### config.mk
export PLATFORM = sky130hd
export DESIGN_NAME = dma_read_logic_flat
export DESIGN_NICKNAME = d
export VERILOG_FILES = /design/src/rtl/dma_read_logic_if.sv /design/src/rtl/dma_read_logic.sv /design/src/flat_wrapper.sv
export SDC_FILE = /design/constraint.sdc
export NUM_CORES = 1
export LEC_CHECK = 0
export BUFFER_PORTS_ARGS = -buffer_cell sky130_fd_sc_hd__buf_2
export CORE_MARGIN = 10
export CORE_UTILIZATION = 26
export CTS_BUF_LIST = sky130_fd_sc_hd__clkbuf_8
export DETAILED_ROUTE_END_ITERATION = 12
export HOLD_SLACK_MARGIN = 0.12
export SYNTH_ARGS = -nofsm -noshare
export SYNTH_HDL_FRONTEND = slang
export SYNTH_SLANG_ARGS = --single-unit
### constraint.sdc
create_clock -name clk -period 2.7 [get_ports clk]
set_input_delay 0.27 -clock clk [delete_from_list [all_inputs] [get_ports clk]]
set_output_delay 0.27 -clock clk [all_outputs]
set_load 0.1 [all_outputs]
### src/rtl/dma_read_logic_if.sv
// ============================================================================
// Module      : dma_read_logic_if
// Description : Signal bundle for the DMA read channel. It carries the
//               control registers, the RAM/arbiter bus and the
//               peripheral-side FIFO push port.
//               The master modport is the DMA read engine. The slave modport
//               is the surrounding system: register file, arbiter, RAM and
//               FIFO.
// Ports       : ctrl_sig_reg, addr_reg, count_reg   control registers
//               mem_request, mem_grant              arbiter handshake
//               mem_addr, mem_rd_enable, mem_rd_data RAM read port
//               full, wr_enable, wr_data            FIFO push port
//               tx_done                             sticky completion flag
// Revision    : 1.0  initial release
// ============================================================================
`default_nettype none

interface dma_read_logic_if;
    logic [31:0] ctrl_sig_reg;
    logic [31:0] addr_reg;
    logic [31:0] count_reg;
    logic        mem_request;
    logic        mem_grant;
    logic [31:0] mem_addr;
    logic        mem_rd_enable;
    logic [31:0] mem_rd_data;
    logic        full;
    logic        wr_enable;
    logic [31:0] wr_data;
    logic        tx_done;

    modport master (
        input  ctrl_sig_reg, addr_reg, count_reg, mem_grant, mem_rd_data, full,
        output mem_request, mem_addr, mem_rd_enable, wr_enable, wr_data, tx_done
    );

    modport slave (
        output ctrl_sig_reg, addr_reg, count_reg, mem_grant, mem_rd_data, full,
        input  mem_request, mem_addr, mem_rd_enable, wr_enable, wr_data, tx_done
    );
endinterface

`default_nettype wire

### src/rtl/dma_read_logic.sv
// ============================================================================
// Module      : dma_read_logic
// Description : DMA read channel. It fetches count_reg words from RAM
//               through the bus arbiter and pushes them, in order, into the
//               peripheral FIFO.
//               The source address is either fixed or advances by ADDR_STEP
//               per word. A sticky tx_done flag is raised on completion.
// Ports       : clk    single clock, all state changes on posedge
//               reset  asynchronous active-high reset
//               bus    dma_read_logic_if.master (control, RAM bus, FIFO port)
// Parameters  : RD_LATENCY  cycles from read strobe to valid read data (>=1)
//               ADDR_STEP   source address increment when ctrl bit2 = 1
// Revision    : 1.0  initial release
// ============================================================================
`default_nettype none

module dma_read_logic #(
    parameter int unsigned RD_LATENCY = 1,
    parameter int unsigned ADDR_STEP  = 4
) (
    input  wire logic         clk,
    input  wire logic         reset,
    dma_read_logic_if.master  bus
);

    localparam int unsigned LAT_W    = $clog2(RD_LATENCY + 1);
    localparam logic [LAT_W-1:0] LAT_LOAD = LAT_W'(RD_LATENCY);
    localparam logic [31:0]      STEP     = 32'(ADDR_STEP);

    typedef enum logic [2:0] {
        S_IDLE    = 3'd0,
        S_BUS_REQ = 3'd1,
        S_ISSUE   = 3'd2,
        S_WAIT    = 3'd3,
        S_PUSH    = 3'd4,
        S_DONE    = 3'd5
    } state_t;

    state_t            state_q,     state_d;
    logic [31:0]       cur_addr_q,  cur_addr_d;
    logic [31:0]       cur_count_q, cur_count_d;
    logic [LAT_W-1:0]  lat_cnt_q,   lat_cnt_d;
    logic [31:0]       data_buf_q,  data_buf_d;
    logic              tx_done_q,   tx_done_d;

    logic        w_active;
    logic        w_mode;
    logic        w_inc;
    logic        w_abort;

    logic        w_mem_request;
    logic [31:0] w_mem_addr;
    logic        w_mem_rd_enable;
    logic        w_wr_enable;
    logic [31:0] w_wr_data;
    logic        w_tx_done;

    assign w_active = bus.ctrl_sig_reg[0];
    assign w_mode   = bus.ctrl_sig_reg[1];
    assign w_inc    = bus.ctrl_sig_reg[2];

    // Losing dma_active or switching to write mode cancels any transfer in
    // progress. The outputs are gated in that same cycle, so a pending push
    // or strobe never escapes.
    assign w_abort  = (state_q != S_IDLE) && (!w_active || w_mode);

    // ------------------------------------------------------------------
    // State register
    // ------------------------------------------------------------------
    always_ff @(posedge clk or posedge reset) begin
        if (reset) begin
            state_q     <= S_IDLE;
            cur_addr_q  <= '0;
            cur_count_q <= '0;
            lat_cnt_q   <= '0;
            data_buf_q  <= '0;
            tx_done_q   <= 1'b0;
        end else begin
            state_q     <= state_d;
            cur_addr_q  <= cur_addr_d;
            cur_count_q <= cur_count_d;
            lat_cnt_q   <= lat_cnt_d;
            data_buf_q  <= data_buf_d;
            tx_done_q   <= tx_done_d;
        end
    end

    // ------------------------------------------------------------------
    // Next-state and output decode
    // ------------------------------------------------------------------
    always_comb begin
        state_d         = state_q;
        cur_addr_d      = cur_addr_q;
        cur_count_d     = cur_count_q;
        lat_cnt_d       = lat_cnt_q;
        data_buf_d      = data_buf_q;
        tx_done_d       = tx_done_q;

        w_mem_request   = 1'b0;
        w_mem_addr      = '0;
        w_mem_rd_enable = 1'b0;
        w_wr_enable     = 1'b0;
        w_wr_data       = '0;
        w_tx_done       = tx_done_q;

        if (w_abort) begin
            // An in-flight word is simply left in data_buf_q; it is never
            // pushed because the next start reloads everything.
            state_d = S_IDLE;
        end else begin
            case (state_q)
                S_IDLE: begin
                    // tx_done holds until software drops dma_active. This
                    // keeps a still-set bit0 from launching a second run.
                    if (!w_active) begin
                        tx_done_d = 1'b0;
                    end
                    if (w_active && !w_mode && !tx_done_q) begin
                        cur_addr_d  = bus.addr_reg;
                        cur_count_d = bus.count_reg;
                        state_d     = (bus.count_reg == 32'd0) ? S_DONE : S_BUS_REQ;
                    end
                end

                S_BUS_REQ: begin
                    w_mem_request = 1'b1;
                    if (bus.mem_grant) begin
                        state_d = S_ISSUE;
                    end
                end

                S_ISSUE: begin
                    w_mem_request = 1'b1;
                    if (bus.mem_grant) begin
                        w_mem_rd_enable = 1'b1;
                        w_mem_addr      = cur_addr_q;
                        lat_cnt_d       = LAT_LOAD;
                        state_d         = S_WAIT;
                    end
                end

                S_WAIT: begin
                    // The read is already in flight, so the bus stays
                    // requested and grant is not re-examined here.
                    w_mem_request = 1'b1;
                    lat_cnt_d     = lat_cnt_q - 1'b1;
                    if (lat_cnt_q == LAT_W'(1)) begin
                        data_buf_d = bus.mem_rd_data;
                        state_d    = S_PUSH;
                    end
                end

                S_PUSH: begin
                    w_mem_request = 1'b1;
                    if (!bus.full) begin
                        w_wr_enable = 1'b1;
                        w_wr_data   = data_buf_q;
                        if (cur_count_q != 32'd0) begin
                            cur_count_d = cur_count_q - 32'd1;
                        end
                        if (w_inc) begin
                            // Natural 32-bit wrap of the source address.
                            cur_addr_d = cur_addr_q + STEP;
                        end
                        state_d = (cur_count_q <= 32'd1) ? S_DONE : S_ISSUE;
                    end
                end

                S_DONE: begin
                    // The flag is visible in this cycle already. It is then
                    // held by tx_done_q.
                    w_tx_done = 1'b1;
                    tx_done_d = 1'b1;
                    state_d   = S_IDLE;
                end

                default: begin
                    state_d = S_IDLE;
                end
            endcase
        end
    end

    assign bus.mem_request   = w_mem_request;
    assign bus.mem_addr      = w_mem_addr;
    assign bus.mem_rd_enable = w_mem_rd_enable;
    assign bus.wr_enable     = w_wr_enable;
    assign bus.wr_data       = w_wr_data;
    assign bus.tx_done       = w_tx_done;

endmodule

`default_nettype wire

### src/flat_wrapper.sv
// flat-port wrapper written by rule: the top's interface ports become plain ports
module dma_read_logic_flat 
#(
    parameter int unsigned RD_LATENCY = 1,
    parameter int unsigned ADDR_STEP  = 4
)
  (clk, reset, bus_ctrl_sig_reg, bus_addr_reg, bus_count_reg, bus_mem_grant, bus_mem_rd_data, bus_full, bus_mem_request, bus_mem_addr, bus_mem_rd_enable, bus_wr_enable, bus_wr_data, bus_tx_done);
  dma_read_logic_if bus_i ();
  input  wire logic clk;
  input  wire logic reset;
  input wire logic [$bits(bus_i.ctrl_sig_reg)-1:0] bus_ctrl_sig_reg;
  input wire logic [$bits(bus_i.addr_reg)-1:0] bus_addr_reg;
  input wire logic [$bits(bus_i.count_reg)-1:0] bus_count_reg;
  input wire logic [$bits(bus_i.mem_grant)-1:0] bus_mem_grant;
  input wire logic [$bits(bus_i.mem_rd_data)-1:0] bus_mem_rd_data;
  input wire logic [$bits(bus_i.full)-1:0] bus_full;
  output wire logic [$bits(bus_i.mem_request)-1:0] bus_mem_request;
  output wire logic [$bits(bus_i.mem_addr)-1:0] bus_mem_addr;
  output wire logic [$bits(bus_i.mem_rd_enable)-1:0] bus_mem_rd_enable;
  output wire logic [$bits(bus_i.wr_enable)-1:0] bus_wr_enable;
  output wire logic [$bits(bus_i.wr_data)-1:0] bus_wr_data;
  output wire logic [$bits(bus_i.tx_done)-1:0] bus_tx_done;
  assign bus_i.ctrl_sig_reg = bus_ctrl_sig_reg;
  assign bus_i.addr_reg = bus_addr_reg;
  assign bus_i.count_reg = bus_count_reg;
  assign bus_i.mem_grant = bus_mem_grant;
  assign bus_i.mem_rd_data = bus_mem_rd_data;
  assign bus_i.full = bus_full;
  assign bus_mem_request = bus_i.mem_request;
  assign bus_mem_addr = bus_i.mem_addr;
  assign bus_mem_rd_enable = bus_i.mem_rd_enable;
  assign bus_wr_enable = bus_i.wr_enable;
  assign bus_wr_data = bus_i.wr_data;
  assign bus_tx_done = bus_i.tx_done;
  dma_read_logic #(.RD_LATENCY(RD_LATENCY), .ADDR_STEP(ADDR_STEP)) u_core (.clk(clk), .reset(reset), .bus(bus_i));
endmodule
==> impl_metrics.ini, run 1 <==
[setup_path]
worstPathRequired_ns = 2.43
r2r-start = u_core.cur_count_q[28]
critPathKind = reg -> out
crit_start = u_core.state_q[1]
end_kind = output pin
timing.critical_path.to = bus_mem_addr[15]
cp_slowest_stage_delay_ns = 0.40
cp_max_fo = 33
cpMaxStageDelayCell = dfrtp_1
critPathArrivalTime_ns = 2.38
start_kind = flop
r2r_end = u_core.cur_count_q[17]
crit_buf_inv = 3
r2r.worst_path.cells = 6
reg2reg_slack_ns = 0.10
crit_path_cell_trace = buf_4, nor4b_1, a31oi_1, o31ai_1, nor4_2, buf_6, and2_1, buf_12
crit_cells = 8
critPathTopFamily = buffers and inverters

[floorplan]
dieArea_sq_um = 30500
core-area_sq_um = 23500
die_h_um = 175
ios = 200
start_util_pct = 26.5
die_x_um = 175
rows = 56

[grt]
grt_use_total_pct = 14.4
grt_pass1_vias = 6544
grt_overflow = 0
grt_max_degree = 51
grt_first_pass_wirelength_um = 35800
antenna_found_initial = 3

[power_and_ir_drop]
p_leak_nw = 3.92
irDropWorstVdd_mv = 0.273
power-per-cell-area_nw_per_um2 = 431

[synth]
ys_ff_latch = 101
avgSynthCellArea_sq_um = 8.83
ys_top_cells_by_count = 101 x dfrtp_1, 65 x and2_1, 60 x a21oi_1
syn-cell-area_sq_um = 6210
synth_top_cell_by_area = dfrtp_1
netlist_instances = 704
synth_edf_count = 0
async_reset_ff_share_pct = 100
yosys.area.top_type_share_pct = 40.7
yosysSeqAreaShare_pct = 40.7
yosys-top-cells-area = dfrtp_1 41%, and2_1 6.5%, mux2_2 6.3%
synth_nets = 839
yosysMostFrequentCell = dfrtp_1
ys_types = 57
synth-main-ff-cell = dfrtp_1
yosys_warnings = 0

[layout]
drive_gt1_share_pct = 33.1
area_growth_pct = 50.7
stdcell_count = 1242
fin_nets = 1051

[place]
gp_congestion = 0.875
dp_hpwl_um = 16200
dp_cells = 1186
dp_slack_ns = 0.0859
numPortBuffers = 170

[timing]
finalWorstSetupSlack_ns = 0.0491
tns_ns = 0
hold_violations = 0
drv_slew = 0
clock_skew_ns = 0.00819
max_slew.worst_pin.slew_ns = 0.793
slew_headroom_pct = 46.9
fmax_ghz = 0.377
setup_viol = 0
rsz0062_at_grt = true
fin_crit_ns = 2.65
period_share_pct = 98.2

[cts]
root_buffer = clkbuf_8
clock_path_buffers = 2
cts_tree = yes
cts_buffers = 9
clk_pin_slew_ns = 0.11
clk_latency_ns = 0.39
cts.sinks = 101
htreeDepth = 3

[detailed_routing]
via_per_inst = 5.23
drt_first_pass_iters = 4
drc = 0
ant_nets = 0
routed_wl_um = 22700
wl_per_cell_um = 18.3
drtIter0Drc = 506
detailroute.via_count = 6493

[worst_hold_path]
hp-class = in -> reg

[job]
maxCapViolCount = 0

[status]
outcome = finished clean
-- cells by family (layout without fill, tap and decap cells) --
family          after synthesis  count (layout)  synth area share [%]
compound gates              214             214                  22.4
other cells                   0               2                     0
flops                       101             101                  40.7
fa+ha+maj                     3               3                 0.604
mux                          37              37                  6.67
buf+inv                      62             279                  4.17
simple gates                287             287                  25.5
-- layer usage --
layer | vias to the layer above | share of wire (%) | global-route usage (%)
met5 | - | 0.048 | 0
met4 | 2 | 3.1 | 5.79
met3 | 39 | 6.3 | 3.94
met2 | 206 | 49 | 24.0
met1 | 3167 | 42 | 17.3
li1 | 3079 | - | -
-- area by class of cell --
| cell class | count | area (sq um) |
|---|---|---|
| flip-flops and latches | 101 | 2530 |
| clock buffers | 10 | 138 |
| well taps | 319 | 399 |
| multi-input cells | 541 | 3490 |
| clock inverters | 6 | 111 |
| diodes | 2 | 5.00 |
| fillers | 2290 | 14100 |
| repair buffers | 254 | 2650 |
| inverters | 9 | 37.5 |
-- registers in the layout (all words and copies together) (netlist names) --
register and flops:
u_core.cur_addr_q 32, u_core.cur_count_q 32, u_core.data_buf_q 32, u_core.state_q 3
u_core.lat_cnt_q 1, u_core.tx_done_q 1
-- through the flow --
stage	total power (W)	instance area [sq um]	utilization (%)	hold WS, ns
after floorplan	0.00243	6250	-	0.400
after global placement	0.00274	8690	37.0	0.434
after detailed placement	0.00276	8690	37.0	0.425
after CTS	0.00406	9330	39.8	0.127
after global routing	0.00426	9360	39.9	0.162
final	0.00403	9360	39.9	0.144
-- worst min-delay path by stage --
stage,from,to,cells past startpoint
detailed placement,reset,u_core.data_buf_q[25],2
global placement,reset,u_core.data_buf_q[26],2
floorplan,bus_ctrl_sig_reg[0],u_core.tx_done_q,2
CTS,bus_ctrl_sig_reg[0],u_core.tx_done_q,3
global route,bus_addr_reg[8],u_core.cur_addr_q[8],3
finish,bus_ctrl_sig_reg[0],u_core.tx_done_q,3
-- layout by cell type, fill, tap and decap left out, drive strengths merged, types with 23 or more instances in the layout --
master,count
buf,218
dfrtp,101
and2,65
a21oi,60
nor2,44
nand2,42
o21ai,37
dlygate4sd3,36
mux2,35
nor3,28
nand3,26
nor4,25
o31ai,23
-- report_power, final --
group / switching, W / internal [W]
Sequential: 0.000232 / 0.00173
Combinational: 0.000422 / 0.000405
Clock: 0.000604 / 0.000642
-- worst register-to-register path, stage by stage, from the launching register on --
cell and delay, ns:
dfrtp_1 0.40, or4_4 0.55, or4_4 0.53, or4_4 0.60
buf_4 0.18, a31oi_1 0.15, a21oi_1 0.05
-- what timing repair did --
item,CTS,global route
hold buffers,36,0
setup buffers,0,1
gates resized for setup,6,5
hold endpoints to repair,62,0
gates cloned,1,0
endpoints found under the setup margin,33,31
Note: power is estimated with default switching activity, not from simulation.
==> run 2, diff against run 1 <==
--- a/config.mk
+++ b/config.mk
@@ -7,4 +7,6 @@
 export LEC_CHECK = 0
 export BUFFER_PORTS_ARGS = -buffer_cell sky130_fd_sc_hd__buf_2
+export CELL_PAD_IN_SITES_DETAIL_PLACEMENT = 2
+export CELL_PAD_IN_SITES_GLOBAL_PLACEMENT = 2
 export CORE_MARGIN = 10
 export CORE_UTILIZATION = 26
@@ -12,4 +14,5 @@
 export DETAILED_ROUTE_END_ITERATION = 12
 export HOLD_SLACK_MARGIN = 0.12
+export PLACE_DENSITY_LB_ADDON = 0.1
 export SYNTH_ARGS = -nofsm -noshare
 export SYNTH_HDL_FRONTEND = slang
==> constraint.sdc (replaced) <==
create_clock -name clk -period 2.7 [get_ports clk]
set_input_delay 0.135 -clock clk [delete_from_list [all_inputs] [get_ports clk]]
set_output_delay 0.135 -clock clk [all_outputs]
set_load 0.1 [all_outputs]
==> run 2 against run 1 <==
Sequential share of layout area is 1.7 points lower. Clock power is 6% higher. Routed wire length is 26% higher. Core utilization is 2.7 points higher. Critical endpoint is now u_core.cur_count_q[9]. Largest cell class unchanged. Highest routed layer is now met4.
==> impl_metrics.ini, run 2 (synthesized netlist as in run 1, its figures left out) <==
[timing]
rsz0062_at_grt = true
period_share_pct = 97.2
tns_ns = 0
max_slew.worst_pin.slew_ns = 0.658
fin_crit_ns = 2.62
slew_headroom_pct = 55.8
drv_slew = 0
fmax_ghz = 0.381
setup_viol = 0
hold_violations = 0
clock_skew_ns = 0.0163

[detailed_routing]
drc = 0
via_per_inst = 5.30
routed_wl_um = 28700
wl_per_cell_um = 22.1
detailroute.via_count = 6891
drtIter0Drc = 304
ant_nets = 0
drt_first_pass_iters = 4

[layout]
mostFrequentLayoutCells = 105 x buf_2, 101 x dfrtp_1, 90 x dlygate4sd3_1
largest_registers = u_core.cur_addr_q: 32 flops, u_core.cur_count_q: 32 flops, u_core.data_buf_q: 32 flops
multi_input_area_sq_um = 3550
fillers = 2496
stdcell_count = 1300
area_growth_pct = 60.8
layout_commonest_cell = buf_2
fin_nets = 1111
drive_gt1_share_pct = 32.2
regArea_sq_um = 2530

[floorplan]
dieArea_sq_um = 30500
start_util_pct = 26.5
ios = 200
core-area_sq_um = 23500
rows = 56
die_h_um = 175
die_x_um = 175

[cts]
root_buffer = clkbuf_8
cts.sinks = 101
clock_path_buffers = 2
clk_latency_ns = 0.40
cts_tree = yes
clk_pin_slew_ns = 0.12
htreeDepth = 3
cts_buffers = 9

[setup_path]
crit_path_cell_trace = or4_4, or4_4, or4_4, buf_4, a31oi_1, a21oi_1
critPathTopFamily = simple AND/OR/NAND/NOR gates
end_kind = flop
cp_slowest_stage_delay_ns = 0.64
worstPathRequired_ns = 2.98
crit_buf_inv = 1
critPathKind = reg -> reg
start_kind = flop
cp_max_fo = 8
critPathArrivalTime_ns = 2.91
critPathMostFrequentCell = or4_4
cpMaxStageDelayCell = or4_4

[grt]
grt_overflow = 0
grt_pass1_vias = 7839
grt_use_total_pct = 18.5
antenna_found_initial = 1
grt_max_degree = 49
grt_first_pass_wirelength_um = 45900

[place]
gp_congestion = 0.835
dp_cells = 1188
numPortBuffers = 170
dp_hpwl_um = 19800

[worst_hold_path]
hp-class = in -> reg

[power_and_ir_drop]
p_leak_nw = 4.18
power-per-cell-area_nw_per_um2 = 427
irDropWorstVdd_mv = 0.246

[job]
maxCapViolCount = 0

[status]
outcome = finished clean
-- run 2: changes by cell type in the layout (fill, tap and decap cells not counted), sizes merged --
cell	before	now
clkinv	2	1
bufbuf	0	1
bufinv	3	4
diode	2	1
buf	218	222
dlygate4sd3	36	90
-- run 2: worst reg2reg max path, delay by kind of cell (launching register included) --
| family | cells | cell delay, ns |
|---|---|---|
| compound gates | 2 | 0.23 |
| simple gates | 3 | 1.66 |
| flops | 1 | 0.41 |
| buf+inv | 1 | 0.20 |
-- run 2: layout make-up --
| cell class | instances | share of cell area, % |
|---|---|---|
| Clock buffer | 9 | 1.24 |
| Sequential cell | 101 | 25.3 |
| Clock inverter | 6 | 1.34 |
| Inverter | 9 | 0.376 |
| Antenna cell | 1 | 0.0250 |
| Timing Repair Buffer | 314 | 32.2 |
| Multi-Input combinational cell | 541 | 35.6 |
| Tap cell | 319 | 3.99 |
-- run 2: repair_timing --
action | in CTS | in global routing
pin swaps | 1 | 4
setup endpoints to repair | 50 | 90
hold buffers | 89 | 1
endpoints found under the hold margin | 188 | 1
gates cloned | 0 | 2
setup buffers | 1 | 3
resized for setup | 8 | 16
-- run 2: path summary, 6_finish.rpt --
check	from	to	slack, ns	cells after the start
setup / recovery	u_core.cur_count_q[28]	u_core.cur_count_q[9]	0.08	6
min in group asynchronous	reset	u_core.data_buf_q[5]	0.28	3
setup reg to reg	u_core.cur_count_q[28]	u_core.cur_count_q[9]	0.08	6
hold / removal	bus_count_reg[14]	u_core.cur_count_q[14]	0.14	3
max in group asynchronous	reset	u_core.cur_addr_q[12]	1.83	4
hold reg to reg	u_core.data_buf_q[11]	u_core.data_buf_q[11]	0.51	1
-- run 2: metrics by stage --
| stage | power, W | utilization, % | hold slack (ns) | area [sq um] | setup slack (ns) |
|---|---|---|---|---|---|
| 6_report | 0.00427 | 42.6 | 0.138 | 9990 | 0.0758 |
| 3_5_place_dp | 0.00284 | 36.9 | 0.157 | 8660 | -0.0532 |
| 4_1_cts | 0.00429 | 42.0 | 0.122 | 9860 | -0.0252 |
| 5_1_grt | 0.00451 | 42.6 | 0.131 | 9990 | -0.00290 |
| 3_3_place_gp | 0.00276 | 36.9 | 0.147 | 8660 | 0.0365 |
| 2_1_floorplan | 0.00243 | - | 0.265 | 6250 | -0.166 |
-- run 2: per-layer routing --
metal  up-vias  part of all wire (%)  global-route usage [%]
met5         -                     0                       0
met4         0                   1.2                    4.34
met3        17                   3.0                    3.17
met2       137                    54                    33.4
met1      3555                    42                    22.2
li1       3182                     -                       -
-- run 2: where the power goes --
| group | leakage (nW) | internal [W] | total, W | switching (W) |
|---|---|---|---|---|
| clock network | 0.130 | 0.000707 | 0.00133 | 0.000625 |
| registers | 1.24 | 0.00173 | 0.00198 | 0.000248 |
| logic | 2.81 | 0.000469 | 0.000959 | 0.000490 |
